[src/rtl/div_pkg.sv]
// Shared definitions for the divider front-end: default width, response
// error codes and the sequencer state encoding.
package div_pkg;

    localparam int WIDTH = 16;

    localparam logic [1:0] ERR_OK      = 2'b00;
    localparam logic [1:0] ERR_DIV0    = 2'b01;
    localparam logic [1:0] ERR_OVF     = 2'b10;
    localparam logic [1:0] ERR_TIMEOUT = 2'b11;

    typedef enum logic [1:0] {
        ST_IDLE   = 2'd0,
        ST_LAUNCH = 2'd1,
        ST_WAIT   = 2'd2,
        ST_RESP   = 2'd3
    } state_t;

endpackage

[src/rtl/div_sequencer_if.sv]
// Request, response and divider-side signals of the sequencer. The slave
// modport is the sequencer's view; master is the surrounding ALU/bench.
interface div_sequencer_if #(
    parameter int WIDTH = div_pkg::WIDTH
);
    logic             req_valid;
    logic             req_ready;
    logic [WIDTH-1:0] req_a;
    logic [WIDTH-1:0] req_b;

    logic             rsp_valid;
    logic             rsp_ready;
    logic [WIDTH-1:0] rsp_quot;
    logic [WIDTH-1:0] rsp_rem;
    logic [1:0]       rsp_err;

    logic [WIDTH-1:0] div_dividen;
    logic [WIDTH-1:0] div_divisor;
    logic             div_start;
    logic [WIDTH-1:0] div_quotient;
    logic [WIDTH-1:0] div_remainder;
    logic             div_done;
    logic             div_overflow;

    modport slave (
        input  req_valid, req_a, req_b, rsp_ready,
        input  div_quotient, div_remainder, div_done, div_overflow,
        output req_ready, rsp_valid, rsp_quot, rsp_rem, rsp_err,
        output div_dividen, div_divisor, div_start
    );

    modport master (
        output req_valid, req_a, req_b, rsp_ready,
        output div_quotient, div_remainder, div_done, div_overflow,
        input  req_ready, rsp_valid, rsp_quot, rsp_rem, rsp_err,
        input  div_dividen, div_divisor, div_start
    );

endinterface

[src/rtl/div_watchdog.sv]
// WAIT-state watchdog: saturating cycle counter plus an 'armed' flag that
// only sets once div_done has been seen low, masking a stale done level.
module div_watchdog #(
    parameter int TIMEOUT = 64
) (
    input  logic clk,
    input  logic reset_a,
    input  logic i_clr,
    input  logic i_en,
    input  logic i_done,
    output logic o_expired,
    output logic o_done_q
);
    localparam int CW = $clog2(TIMEOUT);
    localparam logic [CW-1:0] LAST = CW'(TIMEOUT - 1);

    logic [CW-1:0] r_cnt;
    logic          r_armed;

    always_ff @(posedge clk) begin
        if (reset_a) begin
            r_cnt   <= '0;
            r_armed <= 1'b0;
        end else if (i_clr) begin
            r_cnt   <= '0;
            r_armed <= 1'b0;
        end else if (i_en) begin
            if (r_cnt != LAST) begin
                r_cnt <= r_cnt + 1'b1;
            end
            if (!i_done) begin
                r_armed <= 1'b1;
            end
        end
    end

    assign o_expired = (r_cnt == LAST);
    assign o_done_q  = r_armed;

endmodule

[src/rtl/div_sequencer.sv]
// Front-end for the sequential divider: screens divide-by-zero, launches the
// divider, waits for done under a watchdog and returns a registered response.
module div_sequencer
    import div_pkg::*;
#(
    parameter int WIDTH   = div_pkg::WIDTH,
    parameter int TIMEOUT = 64
) (
    input  logic           clk,
    input  logic           reset_a,
    div_sequencer_if.slave bus
);
    // state  | meaning
    // IDLE   | req_ready high, waiting for a request
    // LAUNCH | one-cycle div_start pulse, watchdog cleared
    // WAIT   | waiting for an armed div_done or watchdog expiry
    // RESP   | rsp_valid high, response held until rsp_ready
    state_t           r_state;
    logic             r_req_ready;
    logic             r_rsp_valid;
    logic [WIDTH-1:0] r_rsp_quot;
    logic [WIDTH-1:0] r_rsp_rem;
    logic [1:0]       r_rsp_err;
    logic [WIDTH-1:0] r_dividen;
    logic [WIDTH-1:0] r_divisor;
    logic             r_div_start;

    logic w_wd_clr;
    logic w_wd_en;
    logic w_expired;
    logic w_done_q;

    assign w_wd_clr = (r_state == ST_LAUNCH);
    assign w_wd_en  = (r_state == ST_WAIT);

    div_watchdog #(.TIMEOUT(TIMEOUT)) u_watchdog (
        .clk       (clk),
        .reset_a   (reset_a),
        .i_clr     (w_wd_clr),
        .i_en      (w_wd_en),
        .i_done    (bus.div_done),
        .o_expired (w_expired),
        .o_done_q  (w_done_q)
    );

    always_ff @(posedge clk) begin
        if (reset_a) begin
            r_state     <= ST_IDLE;
            r_req_ready <= 1'b0;
            r_rsp_valid <= 1'b0;
            r_rsp_quot  <= '0;
            r_rsp_rem   <= '0;
            r_rsp_err   <= ERR_OK;
            r_dividen   <= '0;
            r_divisor   <= '0;
            r_div_start <= 1'b0;
        end else begin
            case (r_state)
                ST_IDLE: begin
                    r_req_ready <= 1'b1;
                    if (r_req_ready && bus.req_valid) begin
                        r_req_ready <= 1'b0;
                        r_dividen   <= bus.req_a;
                        r_divisor   <= bus.req_b;
                        if (bus.req_b == '0) begin
                            r_rsp_quot  <= '1;
                            r_rsp_rem   <= bus.req_a;
                            r_rsp_err   <= ERR_DIV0;
                            r_rsp_valid <= 1'b1;
                            r_state     <= ST_RESP;
                        end else begin
                            r_div_start <= 1'b1;
                            r_state     <= ST_LAUNCH;
                        end
                    end
                end
                ST_LAUNCH: begin
                    r_div_start <= 1'b0;
                    r_state     <= ST_WAIT;
                end
                ST_WAIT: begin
                    // An armed done takes priority over a simultaneous expiry.
                    if (w_done_q && bus.div_done) begin
                        r_rsp_quot  <= bus.div_quotient;
                        r_rsp_rem   <= bus.div_remainder;
                        r_rsp_err   <= bus.div_overflow ? ERR_OVF : ERR_OK;
                        r_rsp_valid <= 1'b1;
                        r_state     <= ST_RESP;
                    end else if (w_expired) begin
                        r_rsp_quot  <= '0;
                        r_rsp_rem   <= '0;
                        r_rsp_err   <= ERR_TIMEOUT;
                        r_rsp_valid <= 1'b1;
                        r_state     <= ST_RESP;
                    end
                end
                ST_RESP: begin
                    if (bus.rsp_ready) begin
                        r_rsp_valid <= 1'b0;
                        r_state     <= ST_IDLE;
                    end
                end
                default: begin
                    r_state <= ST_IDLE;
                end
            endcase
        end
    end

    assign bus.req_ready   = r_req_ready;
    assign bus.rsp_valid   = r_rsp_valid;
    assign bus.rsp_quot    = r_rsp_quot;
    assign bus.rsp_rem     = r_rsp_rem;
    assign bus.rsp_err     = r_rsp_err;
    assign bus.div_dividen = r_dividen;
    assign bus.div_divisor = r_divisor;
    assign bus.div_start   = r_div_start;

endmodule

[src/flat_wrapper.sv]
// flat-port wrapper written by rule: the top's interface ports become plain ports
module div_sequencer_flat import div_pkg::*;
#(
    parameter int WIDTH   = div_pkg::WIDTH,
    parameter int TIMEOUT = 64
)
  (clk, reset_a, bus_req_valid, bus_req_a, bus_req_b, bus_rsp_ready, bus_div_quotient, bus_div_remainder, bus_div_done, bus_div_overflow, bus_req_ready, bus_rsp_valid, bus_rsp_quot, bus_rsp_rem, bus_rsp_err, bus_div_dividen, bus_div_divisor, bus_div_start);
  div_sequencer_if #(.WIDTH(WIDTH)) bus_i ();
  input  logic clk;
  input  logic reset_a;
  input wire logic [$bits(bus_i.req_valid)-1:0] bus_req_valid;
  input wire logic [$bits(bus_i.req_a)-1:0] bus_req_a;
  input wire logic [$bits(bus_i.req_b)-1:0] bus_req_b;
  input wire logic [$bits(bus_i.rsp_ready)-1:0] bus_rsp_ready;
  input wire logic [$bits(bus_i.div_quotient)-1:0] bus_div_quotient;
  input wire logic [$bits(bus_i.div_remainder)-1:0] bus_div_remainder;
  input wire logic [$bits(bus_i.div_done)-1:0] bus_div_done;
  input wire logic [$bits(bus_i.div_overflow)-1:0] bus_div_overflow;
  output wire logic [$bits(bus_i.req_ready)-1:0] bus_req_ready;
  output wire logic [$bits(bus_i.rsp_valid)-1:0] bus_rsp_valid;
  output wire logic [$bits(bus_i.rsp_quot)-1:0] bus_rsp_quot;
  output wire logic [$bits(bus_i.rsp_rem)-1:0] bus_rsp_rem;
  output wire logic [$bits(bus_i.rsp_err)-1:0] bus_rsp_err;
  output wire logic [$bits(bus_i.div_dividen)-1:0] bus_div_dividen;
  output wire logic [$bits(bus_i.div_divisor)-1:0] bus_div_divisor;
  output wire logic [$bits(bus_i.div_start)-1:0] bus_div_start;
  assign bus_i.req_valid = bus_req_valid;
  assign bus_i.req_a = bus_req_a;
  assign bus_i.req_b = bus_req_b;
  assign bus_i.rsp_ready = bus_rsp_ready;
  assign bus_i.div_quotient = bus_div_quotient;
  assign bus_i.div_remainder = bus_div_remainder;
  assign bus_i.div_done = bus_div_done;
  assign bus_i.div_overflow = bus_div_overflow;
  assign bus_req_ready = bus_i.req_ready;
  assign bus_rsp_valid = bus_i.rsp_valid;
  assign bus_rsp_quot = bus_i.rsp_quot;
  assign bus_rsp_rem = bus_i.rsp_rem;
  assign bus_rsp_err = bus_i.rsp_err;
  assign bus_div_dividen = bus_i.div_dividen;
  assign bus_div_divisor = bus_i.div_divisor;
  assign bus_div_start = bus_i.div_start;
  div_sequencer #(.WIDTH(WIDTH), .TIMEOUT(TIMEOUT)) u_core (.clk(clk), .reset_a(reset_a), .bus(bus_i));
endmodule
[config.mk]
export PLATFORM = sky130hd
export DESIGN_NAME = div_sequencer_flat
export DESIGN_NICKNAME = d
export VERILOG_FILES = /design/src/rtl/div_pkg.sv /design/src/rtl/div_sequencer_if.sv /design/src/rtl/div_watchdog.sv /design/src/rtl/div_sequencer.sv /design/src/flat_wrapper.sv
export SDC_FILE = /design/constraint.sdc
export NUM_CORES = 1
export LEC_CHECK = 0
export CAP_MARGIN = 20
export CORE_ASPECT_RATIO = 0.5
export CORE_UTILIZATION = 43
export CTS_BUF_LIST = sky130_fd_sc_hd__clkbuf_8 sky130_fd_sc_hd__clkbuf_16
export DETAILED_ROUTE_END_ITERATION = 8
export PLACE_DENSITY = 0.83
export SYNTH_ARGS = -nofsm -noshare
export SYNTH_HDL_FRONTEND = slang
export SYNTH_SLANG_ARGS = --single-unit
export TNS_END_PERCENT = 50
[constraint.sdc]
create_clock -name clk -period 2.2 [get_ports clk]
set_clock_uncertainty 0.15 [all_clocks]
set_input_delay 0.44 -clock clk [delete_from_list [all_inputs] [get_ports clk]]
set_output_delay 0.44 -clock clk [all_outputs]
set_load 0.03 [all_outputs]
==> metrics <==
run status complete, no violations; layout cells sized above 1 0.116; GRT Overall Usage 0.259; Ys Warns 0; post-DP HPWL between 7 and 8 mm; P_leak 1.90 nW; Syn Nets between 400 and 500; Final Net Count about 600; Site Rows 22; crit path max fanout 13; drt drc 0; Power per Cell Area 1280 nW/um^2; final worst setup slack around 150 ps; crit-path leading delay family buffers and inverters; global-route wire length before repair between 15 and 20 mm; Mean Syn Cell Area 8.73 um^2; library cells used by synthesis 43; Inst Count DP 626; critical setup path kind in -> reg; Max VDD drop ~0.00079 V; type of the worst min-delay path reg -> reg; cell at the slowest stage of the critical path clkdlybuf4s50_1; initial antenna violation count 0; Synth-to-Final Area Change 54.1%; CP arrival 2140 ps; Port-buffer cells roughly 140; synthesized area 3410 um^2; final wirelength between 10 and 15 mm; Final ANT Viol Nets 0; Worst-Margin Slew between 500 and 600 ps; clk sink count 78; count of pins over their slew limit 0; core area roughly 7500 um^2; Clock Tree Root clkbuf_16; Highest Clock Rate 489 MHz; worst slack, placed -215 ps; Pre-antenna DRT Iters 4; Die ar. slightly above 8000 um^2; initial core utilization 0.454; Clock Latency Late Sink 340 ps; die width ~130 um; Critical Path End Type register; vias per inst about 5.3; via count of the first global-routing pass around 3400; Critical Path RT 2290 ps; CTS H-Tree Depth 3; crit-path cells clkdlybuf4s50_1 -> nor4_2 -> a41o_2 -> buf_4 -> a31oi_1 -> a211oi_1; largest net degree at the start of global routing 34; Layout Utilization 0.700; drt wl/cell between 15 and 20 um; fin crit share 0.930; max_cap viols 0; CP max stage delay roughly 440 ps; drt initial violations approximately 220; remaining global-route overflow 0; sequential area share after synthesis 0.458; Yosys reg bits 78; max_slew headroom 0.639; Buf/Inv on CP 2; Worst Setup Start Kind input pin; CTS buffer count 9; min Tclk post-route 2050 ps; Mapped Cells just under 400; Final Hold Vio Count 0; Clk pin slew, worst setup/hold paths 60 ps; Vias 3417; Non-Filler Instances 641; die height roughly 65 um; IO Pins 139; Final setup violation count 0; RSZ-0062 raised after global routing false; gpl congestion between 0.7 and 0.8; Clock Path Buffers 2; CTS tree yes; n_diodes 0
## Yosys cell counts
cell type   n  area share
nor3b_1     1      0.0022
or2_2       1      0.0018
a311oi_1    1      0.0026
ha_1        5       0.018
o211ai_1    2      0.0044
a21oi_1    68        0.10
a21oi_2     2      0.0051
and4_1      1      0.0026
dfxtp_1    78        0.46
a211oi_1    7       0.015
nand4_2     1      0.0037
buf_12      1      0.0059
o21ai_0     3      0.0044
mux2i_1     2      0.0059
nor3_1      3      0.0044
o32ai_1     1      0.0026
and2_1      1      0.0018
xor2_1      4       0.010
clkbuf_2    2      0.0029
nand2b_1    1      0.0018
a221oi_1    1      0.0026
o21ai_1     1      0.0015
buf_6       3      0.0099
a31oi_1    18       0.033
or4_1       2      0.0044
inv_2       1      0.0011
a41o_1      1      0.0029
a41oi_4     1      0.0081
a31o_2      1      0.0026
nor4_2      4       0.015
buf_4       2      0.0044
clkbuf_1   18       0.020
o211ai_2    1      0.0037
nand3_1     4      0.0059
and3_1      5      0.0092
buf_2       7       0.010
nor2b_1    17       0.031
o2bb2ai_1  16       0.041
a211oi_2   10       0.037
o2111ai_1   1      0.0026
nand2_1    71       0.078
inv_1       5      0.0055
nor2_1     16       0.018
## cells by family (layout without fill, tap and decap cells)
family	Yosys count	after routing	share of synthesized area
flops	78	78	0.458
fa+ha+maj	5	5	0.0183
buf+inv	39	181	0.0598
compound gates	135	135	0.269
xor+xnor	4	4	0.0103
simple gates	128	128	0.179
mux	2	2	0.00587
## cell usage in the layout, fill, tap and decap left out, types with 5 or more instances in the layout
cell type,count
nor2b_1,17
buf_4,17
a211oi_2,10
inv_1,5
clkdlybuf4s50_1,137
clkbuf_16,9
nand2_1,71
a21oi_1,68
buf_12,5
and3_1,5
a211oi_1,7
dfxtp_1,78
a31oi_1,18
ha_1,5
nor2_1,15
o2bb2ai_1,16
## metrics by stage
stage | total power [mW] | TNS (ps) | hold slack, ps | area [um^2]
2_1_floorplan | 4.04 | 0 | 314 | 3410
3_3_place_gp | 5.25 | -5810 | 291 | 4970
3_5_place_dp | 5.32 | -6500 | 296 | 4970
4_1_cts | 6.72 | 0 | 304 | 5250
5_1_grt | 7.08 | 0 | 325 | 5260
6_report | 6.73 | 0 | 306 | 5260
## cell type report
type	count	area (um^2)
inverters	6	22.5
flip-flops and latches	78	1560
well taps	108	135
repair buffers	160	1600
multi-input cells	274	1660
clock inverters	4	22.5
clock buffers	11	253
fillers	576	2260
## worst register-to-register path: cells and delay by family, from the launching register on
family	cells	cell delay (ps)
flip-flops	1	340
AO/OA/AOI/OAI	3	990
buffers and inverters	2	190
adder cells (fa/ha/maj)	1	270
## routing by layer
| layer | vias up | track usage | routed length (um) |
|---|---|---|---|
| li1 | 1663 | - | - |
| met2 | 109 | 0.433 | 5010 |
| met5 | - | 0 | 0 |
| met4 | 0 | 0.115 | 224 |
| met1 | 1626 | 0.320 | 4680 |
| met3 | 19 | 0.0619 | 553 |
## power breakdown
part | total (mW) | internal, mW | switching, mW
Sequential | 2.00 | 1.78 | 0.223
Clock | 1.38 | 0.812 | 0.565
Combinational | 3.35 | 1.40 | 1.95
Total | 6.73 | 3.99 | 2.74
## state kept, by name (all words and copies together) (netlist names)
name	flops
u_core.bus.rsp_valid	1
u_core.bus.rsp_quot	16
u_core.bus.rsp_rem	16
u_core.bus.div_divisor	16
u_core.u_watchdog.o_done_q	1
u_core.r_state	2
u_core.bus.rsp_err	2
u_core.bus.req_ready	1
u_core.u_watchdog.r_cnt	6
u_core.bus.div_dividen	16
u_core.bus.div_start	1
## worst paths after layout
path	start	end	slack, ps	cells after the start
setup / recovery	bus_req_b[12]	u_core.bus.rsp_rem[3]	150	6
hold reg to reg	u_core.bus.div_divisor[2]	u_core.bus.div_divisor[2]	310	2
setup reg to reg	u_core.r_state[0]	u_core.bus.rsp_quot[6]	190	6
hold / removal	u_core.bus.div_divisor[2]	u_core.bus.div_divisor[2]	310	2
## what timing repair did
item,CTS,global route
gates resized for setup,0,2
endpoints found under the setup margin,0,9
hold endpoints to repair,0,0
buffers inserted,0,0
hold buffers,0,0
Power figures use the tool's default switching activity.
